--- src/rtl/opb_register_bank_ppc2simulink_pkg.sv ---
// Shared types and helpers for the OPB register bank: FSM states, OPB bit/byte-lane mapping, address decode.
package opb_reg_pkg;

  localparam int OPB_DWIDTH = 32;

  typedef enum logic {
    IDLE = 1'b0,
    ACK  = 1'b1
  } opb_state_e;

  // OPB numbers bits MSB-first: DBus[0] carries register bit 31.
  function automatic logic [OPB_DWIDTH-1:0] opb_to_word(input logic [0:OPB_DWIDTH-1] d);
    logic [OPB_DWIDTH-1:0] w;
    for (int i = 0; i < OPB_DWIDTH; i++) begin
      w[OPB_DWIDTH-1-i] = d[i];
    end
    return w;
  endfunction

  function automatic logic [0:OPB_DWIDTH-1] word_to_opb(input logic [OPB_DWIDTH-1:0] w);
    logic [0:OPB_DWIDTH-1] d;
    for (int i = 0; i < OPB_DWIDTH; i++) begin
      d[i] = w[OPB_DWIDTH-1-i];
    end
    return d;
  endfunction

  // BE[0] enables register bits [31:24], BE[3] enables bits [7:0].
  function automatic logic [OPB_DWIDTH-1:0] be_to_mask(input logic [0:3] be);
    logic [OPB_DWIDTH-1:0] m;
    for (int b = 0; b < 4; b++) begin
      m[31-8*b -: 8] = {8{be[b]}};
    end
    return m;
  endfunction

  function automatic logic [31:0] addr_to_index(input logic [31:0] addr, input logic [31:0] base);
    logic [31:0] offs;
    offs = addr - base;
    return {2'b00, offs[31:2]};
  endfunction

endpackage

--- src/rtl/opb_reg_bank_slot.sv ---
// One control register with byte-masked write and a one-cycle update strobe.
// Shadow copy and dirty tracking exist only when OPB_REG_BANK_ATOMIC_COMMIT_EN is defined.
module opb_reg_bank_slot
  import opb_reg_pkg::*;
#(
  parameter logic [OPB_DWIDTH-1:0] RESET_VAL = '0
) (
  input  logic                  i_clk,
  input  logic                  i_rst_n,
`ifdef OPB_REG_BANK_ATOMIC_COMMIT_EN
  input  logic                  i_commit,
`endif
  input  logic                  i_wr_en,
  input  logic [OPB_DWIDTH-1:0] i_wr_data,
  input  logic [OPB_DWIDTH-1:0] i_wr_mask,
  output logic [OPB_DWIDTH-1:0] o_value,
  output logic [OPB_DWIDTH-1:0] o_rd_value,
  output logic                  o_strobe
);

  logic [OPB_DWIDTH-1:0] r_value;
  logic                  r_strobe;
  logic [OPB_DWIDTH-1:0] w_merged;

`ifdef OPB_REG_BANK_ATOMIC_COMMIT_EN
  logic [OPB_DWIDTH-1:0] r_shadow;
  logic                  r_dirty;

  assign w_merged = (r_shadow & ~i_wr_mask) | (i_wr_data & i_wr_mask);

  // Software sees the shadow; user logic only sees it after a commit.
  always_ff @(posedge i_clk or negedge i_rst_n) begin
    if (!i_rst_n) begin
      r_shadow <= RESET_VAL;
      r_dirty  <= 1'b0;
      r_value  <= RESET_VAL;
      r_strobe <= 1'b0;
    end else begin
      r_strobe <= i_commit & r_dirty;
      if (i_wr_en) begin
        r_shadow <= w_merged;
        r_dirty  <= 1'b1;
      end
      if (i_commit) begin
        r_value <= r_shadow;
        r_dirty <= 1'b0;
      end
    end
  end

  assign o_rd_value = r_shadow;
`else
  assign w_merged = (r_value & ~i_wr_mask) | (i_wr_data & i_wr_mask);

  always_ff @(posedge i_clk or negedge i_rst_n) begin
    if (!i_rst_n) begin
      r_value  <= RESET_VAL;
      r_strobe <= 1'b0;
    end else begin
      r_strobe <= i_wr_en;
      if (i_wr_en) begin
        r_value <= w_merged;
      end
    end
  end

  assign o_rd_value = r_value;
`endif

  assign o_value  = r_value;
  assign o_strobe = r_strobe;

endmodule

--- src/rtl/opb_register_bank_ppc2simulink.sv ---
// OPB slave exposing NUM_REGS control registers to Simulink logic; two cycles per transfer, ack in the cycle after the hit.
// Optional atomic commit via control word at index NUM_REGS when OPB_REG_BANK_ATOMIC_COMMIT_EN is defined.
module opb_register_bank_ppc2simulink
  import opb_reg_pkg::*;
#(
  parameter logic [31:0] C_BASEADDR = 32'h010B2000,
  parameter logic [31:0] C_HIGHADDR = 32'h010B20FF,
  parameter int          NUM_REGS   = 4,
  parameter logic [31:0] RESET_VAL  = 32'h0
) (
  input  logic                     OPB_Clk,
  input  logic                     OPB_Rst,
  input  logic [0:31]              OPB_ABus,
  input  logic [0:3]               OPB_BE,
  input  logic [0:31]              OPB_DBus,
  input  logic                     OPB_RNW,
  input  logic                     OPB_select,
  input  logic                     OPB_seqAddr,
  output logic [0:31]              Sl_DBus,
  output logic                     Sl_xferAck,
  output logic                     Sl_errAck,
  output logic                     Sl_retry,
  output logic                     Sl_toutSup,
  output logic [NUM_REGS*32-1:0]   user_data_out,
  output logic [NUM_REGS-1:0]      user_wr_strobe
);

  opb_state_e r_state;
  opb_state_e w_next;

  logic [31:0] r_idx;
  logic        r_rnw;
  logic [31:0] r_be_mask;
  logic [31:0] r_wdata;
  logic [31:0] r_rd_data;

  logic        w_hit;
  logic [31:0] w_idx;
  logic [31:0] w_rd_sel;
  logic        w_wr_go;
  logic        w_unused;
  logic [31:0] w_slot_rd [NUM_REGS];

  assign w_unused = OPB_seqAddr;

  assign w_hit = OPB_select && (OPB_ABus >= C_BASEADDR) && (OPB_ABus <= C_HIGHADDR);
  assign w_idx = addr_to_index(OPB_ABus, C_BASEADDR);

  always_comb begin
    w_next = r_state;
    case (r_state)
      IDLE:    if (w_hit) w_next = ACK;
      ACK:     w_next = IDLE;
      default: w_next = IDLE;
    endcase
  end

  always_ff @(posedge OPB_Clk or negedge OPB_Rst) begin
    if (!OPB_Rst) begin
      r_state <= IDLE;
    end else begin
      r_state <= w_next;
    end
  end

  // Indices past the last register (including the unused control slot) read as zero.
  always_comb begin
    w_rd_sel = '0;
    for (int i = 0; i < NUM_REGS; i++) begin
      if (w_idx == 32'(i)) w_rd_sel = w_slot_rd[i];
    end
  end

  always_ff @(posedge OPB_Clk or negedge OPB_Rst) begin
    if (!OPB_Rst) begin
      r_idx     <= '0;
      r_rnw     <= 1'b1;
      r_be_mask <= '0;
      r_wdata   <= '0;
      r_rd_data <= '0;
    end else if (r_state == IDLE && w_hit) begin
      r_idx     <= w_idx;
      r_rnw     <= OPB_RNW;
      r_be_mask <= be_to_mask(OPB_BE);
      r_wdata   <= opb_to_word(OPB_DBus);
      r_rd_data <= OPB_RNW ? w_rd_sel : '0;
    end
  end

  // A master that abandons the transfer during ACK loses its write.
  assign w_wr_go = (r_state == ACK) && !r_rnw && OPB_select;

`ifdef OPB_REG_BANK_ATOMIC_COMMIT_EN
  logic w_commit;
  assign w_commit = w_wr_go && (r_idx == 32'(NUM_REGS)) && r_wdata[0] && r_be_mask[0];
`endif

  for (genvar i = 0; i < NUM_REGS; i++) begin : g_slot
    opb_reg_bank_slot #(
      .RESET_VAL (RESET_VAL)
    ) u_slot (
      .i_clk      (OPB_Clk),
      .i_rst_n    (OPB_Rst),
`ifdef OPB_REG_BANK_ATOMIC_COMMIT_EN
      .i_commit   (w_commit),
`endif
      .i_wr_en    (w_wr_go && (r_idx == 32'(i))),
      .i_wr_data  (r_wdata),
      .i_wr_mask  (r_be_mask),
      .o_value    (user_data_out[32*i +: 32]),
      .o_rd_value (w_slot_rd[i]),
      .o_strobe   (user_wr_strobe[i])
    );
  end

  assign Sl_xferAck = (r_state == ACK);
  assign Sl_DBus    = Sl_xferAck ? word_to_opb(r_rd_data) : '0;
  assign Sl_errAck  = 1'b0;
  assign Sl_retry   = 1'b0;
  assign Sl_toutSup = 1'b0;

endmodule

--- config.mk ---
export PLATFORM = sky130hd
export DESIGN_NAME = opb_register_bank_ppc2simulink
export DESIGN_NICKNAME = d
export VERILOG_FILES = /design/src/rtl/opb_register_bank_ppc2simulink_pkg.sv /design/src/rtl/opb_reg_bank_slot.sv /design/src/rtl/opb_register_bank_ppc2simulink.sv
export SDC_FILE = /design/constraint.sdc
export NUM_CORES = 1
export LEC_CHECK = 0
export ABC_AREA = 1
export CORE_ASPECT_RATIO = 0.75
export CORE_MARGIN = 2
export CORE_UTILIZATION = 55
export CTS_CLUSTER_SIZE = 40
export DETAILED_ROUTE_END_ITERATION = 10
export GPL_TIMING_DRIVEN = 0
export PLACE_DENSITY_LB_ADDON = 0.1
export SLEW_MARGIN = 20
export SYNTH_ARGS = -nofsm -noshare
export SYNTH_HDL_FRONTEND = slang
export SYNTH_SLANG_ARGS = --single-unit
--- constraint.sdc ---
create_clock -name OPB_Clk -period 5 [get_ports OPB_Clk]
set_clock_uncertainty 0.2 [all_clocks]
set_input_delay 1 -clock OPB_Clk [delete_from_list [all_inputs] [get_ports OPB_Clk]]
set_output_delay 1 -clock OPB_Clk [all_outputs]
set_load 0.02 [all_outputs]
==> results of run 1 <==
power by group through the flow:
stage	registers (W)	logic (W)	clock network, W
floorplan	0.00191	0.0000635	0
global placement	0.00191	0.000180	0
detailed placement	0.00191	0.000187	0
CTS	0.00188	0.000188	0.00182
global route	0.00188	0.000209	0.00190
finish	0.00188	0.000187	0.00181
per-stage QoR:
step                hold WS, ns  cells  setup TNS [ns]
floorplan                 0.237   1473               0
global placement          0.249   1965        -1610.15
detailed placement        0.254   1967               0
CTS                       0.230   2008               0
global route              0.247   2008               0
finish                    0.217   2008               0
cell families (layout without fill, tap and decap cells):
family / Yosys count / after routing / synth area share
AOI/OAI and AO/OA: 206 / 206 / 0.100
muxes: 6 / 6 / 0.00535
xor gates and xnor gates: 3 / 3 / 0.00234
buffers and inverters: 257 / 534 / 0.0915
and+or+nand+nor: 765 / 765 / 0.282
adders and majority gates: 1 / 1 / 0.00111
DFF: 232 / 232 / 0.517
other: 1 / 3 / 0.000334
critical path: cells and delay by family, from the launching register on:
family        cells  cell delay (ns)
flops             1             0.34
buf+inv           4             1.66
simple gates      1             0.23
layout make-up:
cell class / instances / area, sq um
plain buffers: 66 / 310
clock buffers: 31 / 646
clock inverters: 10 / 143
fillers: 1552 / 5400
inverters: 191 / 717
multi-input cells: 984 / 4410
flip-flops and latches: 232 / 5810
well taps: 258 / 323
repair buffers: 236 / 2400
metal layers:
| metal | track usage | share of wire | wire length (um) |
|---|---|---|---|
| met1 | 0.461 | 0.42 | 14800 |
| met2 | 0.488 | 0.44 | 15200 |
| met3 | 0.0793 | 0.11 | 3820 |
| met4 | 0.101 | 0.029 | 1000 |
| met5 | 0 | 0 | 0 |
worst max-delay path by stage:
stage / startpoint / to / slack (ns) / depth (start not counted)
global placement: OPB_Rst / async pin / -6.97 / 1
finish: Sl_xferAck / Sl_DBus[6] / 1.06 / 5
global route: OPB_ABus[17] / r_rd_data[27] / 0.93 / 19
floorplan: OPB_ABus[18] / r_rd_data[10] / 1.93 / 20
detailed placement: OPB_ABus[17] / r_rd_data[12] / 0.76 / 19
CTS: Sl_xferAck / Sl_DBus[2] / 1.08 / 5
cells in the final DEF, fill, tap and decap left out, types with 3 or more instances in the layout:
| cell type | n |
|---|---|
| a21oi_1 | 5 |
| and2_1 | 5 |
| buf_2 | 11 |
| buf_4 | 7 |
| buf_6 | 3 |
| bufinv_16 | 3 |
| clkbuf_1 | 48 |
| clkbuf_16 | 23 |
| clkbuf_8 | 4 |
| clkdlybuf4s50_1 | 233 |
| clkinv_2 | 5 |
| conb_1 | 3 |
| dfrtp_1 | 231 |
| inv_1 | 186 |
| inv_2 | 5 |
| mux2i_1 | 6 |
| nand2_1 | 475 |
| nand2_2 | 8 |
| nand3_1 | 35 |
| nand3b_1 | 4 |
| nand4_1 | 32 |
| nor2_1 | 171 |
| nor2_2 | 3 |
| nor2_4 | 3 |
| nor3_1 | 8 |
| nor4_1 | 13 |
| o2111ai_1 | 24 |
| o21ai_0 | 168 |
| o21ai_1 | 8 |
==> results.ini, run 1 <==
[die]
num_rows = 45
start_util = 0.557
core-area_sq_um = 20200
die-width_um = 169
die_y_um = 128
die-area_sq_um = 21600
io_pins = 241

[final_layout]
final_core_util = 0.732
antennaDiodeCount = 0
syn2layout_area_growth_pct = 31.4
fin_area_sq_um = 14800
final_nets = 1808
layout-drive-gt1-share = 0.0503

[timing]
setup_slack_ns = 1.06
rsz0062_at_grt = false
fmax_ghz = 0.254
setup_viol = 0
hold_violations = 0
maxSlewViolCount = 0
fin_crit_sh = 0.789
worst_pin_slew_ns = 0.735
min_period_ns = 3.94
max-slew-margin-rel = 0.508

[yosys]
yosysWarnings = 0
yosysSeqAreaShare = 0.517
synth_cell_types = 36
synth_top_area_frac = 0.515
synth_edf_count = 0
ys.flop_type = dfrtp_1
synthArstFlopShare = 1.00
yosys.cell_count.top_type = nand2_1
synth_common_cells = nand2_1 (475), dfrtp_1 (231), inv_1 (186)
syn-cell-area_sq_um = 11200
postSynthAreaPerCell_sq_um = 7.63
ys_seq_elements = 232
synth_top_area_cell = dfrtp_1
syn_inst = 1471
yosys-top-cells-area = dfrtp_1 (51%), nand2_1 (16%), o21ai_0 (7.5%)

[global_routing]
antenna_found_initial = 1
track_usage = 0.322
grt_pass1_vias = 10300
grt_pass1_wl_um = 54300
grt_overflow = 0
grt_max_degree = 96

[worst_setup_path]
endpoint_kind = output port
crit_slowest_cell = clkdlybuf4s50_1
critPathMaxStageDelay_ns = 0.60
cpMostUsedCell = clkbuf_1
arrival_ns = 2.74
rrSetupSlack_ns = 1.85
crit_required_ns = 3.80
cp_cell_sequence = clkbuf_1 -> clkbuf_1 -> nand2_1 -> inv_1 -> clkdlybuf4s50_1
start_kind = flip-flop
crit_type = flip-flop to output port
r2r-start = Sl_xferAck
r2r_end = r_wdata[27]
r2r_cells = 10
cp_max_fo = 10

[cts]
clockRootBuffer = clkbuf_16
ctsHoldBuffers = 0
clk_pin_slew_ns = 0.07
clock_path_buffers = 3
clkLatencyLatePin_ns = 0.52
postCtsSetupBuffers = 0
cts_inserted_buffers = 23
cts_tree = done
clock_sinks = 232
h-tree-depth = 1
cts_resized = 0

[placement]
place.gp.congestion = 0.914
hpwl_um = 25200
dp_slack_ns = 0.760
placement.io_buffers = 234
placed_area_sq_um = 14000

[power_and_ir_drop]
power_w = 0.00387
peakVddDrop_v = 0.000225
p_sw_w = 0.000850
combPwrFrac = 0.048
p_seq_frac = 0.485
internal_power_w = 0.00302
sw_frac_of_total = 0.220
power_density_nw_per_um2 = 262
pwr-share-clk = 0.467
power.leakage_nw = 7.43

[drt]
vias = 11000
route.detailed.drc = 0
wl_um = 34800
via_per_inst = 5.47
dr.pass1.iters = 5
ant_nets = 0
dr.first_iter.drc_count = 1301
drt-wirelength-per-cell_um = 17.3

[hold_path]
hold_path.class = input pin to async pin

[run_status]
status = finished, final reports clean

[job]
drv_cap = 0

No activity file was read; power rests on OpenSTA's default activity.
==> inputs of run 2 (changes only) <==
CORE_UTILIZATION = 51   (was 55)
clock period = 4.1 ns   (was 5 ns; I/O delays follow)
==> run 2 against run 1 <==
  * Global-route usage decreased by 1.9 points
  * Routed wire length increased by 2.1%
  * Combinational power increased by 22%
  * Register-to-register slack got worse by 0.90 ns
  * Largest power group unchanged
  * Cell count increased by 1.5%
  * Core utilization decreased by 4.0 points
  * Non-clock buffer count unchanged
  * Worst setup slack got worse by 0.73 ns
  * Critical endpoint unchanged
  * Critical path type unchanged
==> results.ini, run 2 (synthesis gave the netlist of run 1 again) <==
[run_status]
status = finished, final reports clean

[global_routing]
grt_max_degree = 97
track_usage = 0.303
grt_overflow = 0
antenna_found_initial = 2
grt_pass1_wl_um = 55200
grt_pass1_vias = 10200

[final_layout]
final_cell_mix = nand2_1 (475), clkdlybuf4s50_1 (233), dfrtp_1 (231)
antennaDiodeCount = 0
fin_area_sq_um = 14800
syn2layout_area_growth_pct = 31.6
final_nets = 1808
layout-drive-gt1-share = 0.0503
final_common_cell = nand2_1

[timing]
worst_pin_slew_ns = 0.815
holdWs_ns = 0.0118
min_period_ns = 3.77
maxSlewViolCount = 0
fin_crit_sh = 0.921
rsz0062_at_grt = false
setup_viol = 0
setup_tns_ns = 0
fmax_ghz = 0.265
max-slew-margin-rel = 0.454
hold_violations = 0
setup_slack_ns = 0.325

[cts]
cts_resized = 0
postCtsSetupBuffers = 0
ctsHoldBuffers = 0
clkLatencyLatePin_ns = 0.52
clockRootBuffer = clkbuf_16
clk_pin_slew_ns = 0.06
cts_tree = done
clock_sinks = 232
cts_inserted_buffers = 23
clock_path_buffers = 3
h-tree-depth = 1

[worst_setup_path]
r2r_cells = 10
arrival_ns = 2.75
start_kind = flip-flop
crit_slowest_cell = clkdlybuf4s50_1
cp_cell_sequence = clkbuf_1 -> clkbuf_1 -> nand2_1 -> inv_1 -> clkdlybuf4s50_1
cpMostUsedCell = clkbuf_1
crit_required_ns = 3.08
r2r-start = Sl_xferAck
crit_type = flip-flop to output port
critPathMaxStageDelay_ns = 0.60
cp_num_buf_inv = 4
cp_max_fo = 10
cp.depth = 5
endpoint_kind = output port
crit_start = Sl_xferAck
crit_family = buffers and inverters

[power_and_ir_drop]
peakVddDrop_v = 0.000227
power.leakage_nw = 7.42
power_w = 0.00467
power_density_nw_per_um2 = 316

[drt]
wl_um = 35500
ant_nets = 0
dr.first_iter.drc_count = 1255
route.detailed.drc = 0
vias = 11000
drt-wirelength-per-cell_um = 17.4
via_per_inst = 5.39
dr.pass1.iters = 5

[die]
die_y_um = 133
io_pins = 241
start_util = 0.526
core-area_sq_um = 21400
die-area_sq_um = 23200
die-width_um = 175
num_rows = 46

[placement]
hpwl_um = 25600
placement.io_buffers = 234
place.gp.congestion = 0.902
placed_area_sq_um = 14000
dp_slack_ns = 0.0630

[hold_path]
hold_path.class = input pin to async pin

[job]
drv_cap = 0

run 2: cell types whose count changed in the layout (fill, tap and decap cells not counted):
cell       delta
inv_6         +1
inv_16        -1
clkinv_2      -3
bufinv_16     -2
clkbuf_8      +5
run 2: metrics by stage:
stage / cells / util
2_1_floorplan: 1473 / -
3_3_place_gp: 1995 / 0.653
3_5_place_dp: 1997 / 0.656
4_1_cts: 2038 / 0.692
5_1_grt: 2038 / 0.692
6_report: 2038 / 0.692
run 2: worst paths after layout:
| kind | end | slack (ns) |
|---|---|---|
| hold reg to reg | r_idx[28] | 0.27 |
| hold / removal | r_wdata[5] | 0.01 |
| setup / recovery | Sl_DBus[6] | 0.33 |
| min in group OPB_Clk | r_idx[28] | 0.27 |
| setup reg to reg | r_wdata[29] | 0.95 |
| max in group asynchronous | r_rnw | 2.46 |
run 2: final cells by class:
type	instances	area, sq um
plain buffers	66	310
clock buffers	36	714
clock inverters	5	56.3
flip-flops and latches	232	5810
well taps	288	360
multi-input cells	984	4410
fillers	1802	6580
inverters	191	717
repair buffers	236	2400
run 2: layer usage:
metal / vias up / share of wire / routed length [um] / track usage
met3: 76 / 0.099 / 3540 / 0.0572
met2: 546 / 0.44 / 15700 / 0.461
li1: 5153 / - / - / -
met1: 5201 / 0.43 / 15400 / 0.444
met5: - / 0.00031 / 11 / 0
met4: 2 / 0.028 / 980 / 0.0866
run 2: where the power goes:
| part | switching [W] | internal, W |
|---|---|---|
| Clock | 0.000897 | 0.00126 |
| Combinational | 0.000137 | 0.0000917 |
| Sequential | 0.000000000450 | 0.00229 |
run 2: worst register-to-register path, cell delays in order, from the launching register on:
cell	delay [ns]
dfrtp_1	0.36
clkbuf_1	0.44
inv_1	0.12
nand3_1	0.11
nor4_1	0.06
nand3_1	0.41
clkbuf_1	0.51
clkbuf_1	0.56
nand2_1	0.10
o21ai_0	0.11
inv_1	0.07
==> inputs of run 3 (changes only) <==
CAP_MARGIN = 20   (was default)
SKIP_CTS_REPAIR_TIMING = 1   (was default)
==> results of run 3 <==
No change in the layout: final DEF, timing and power equal those of run 2.
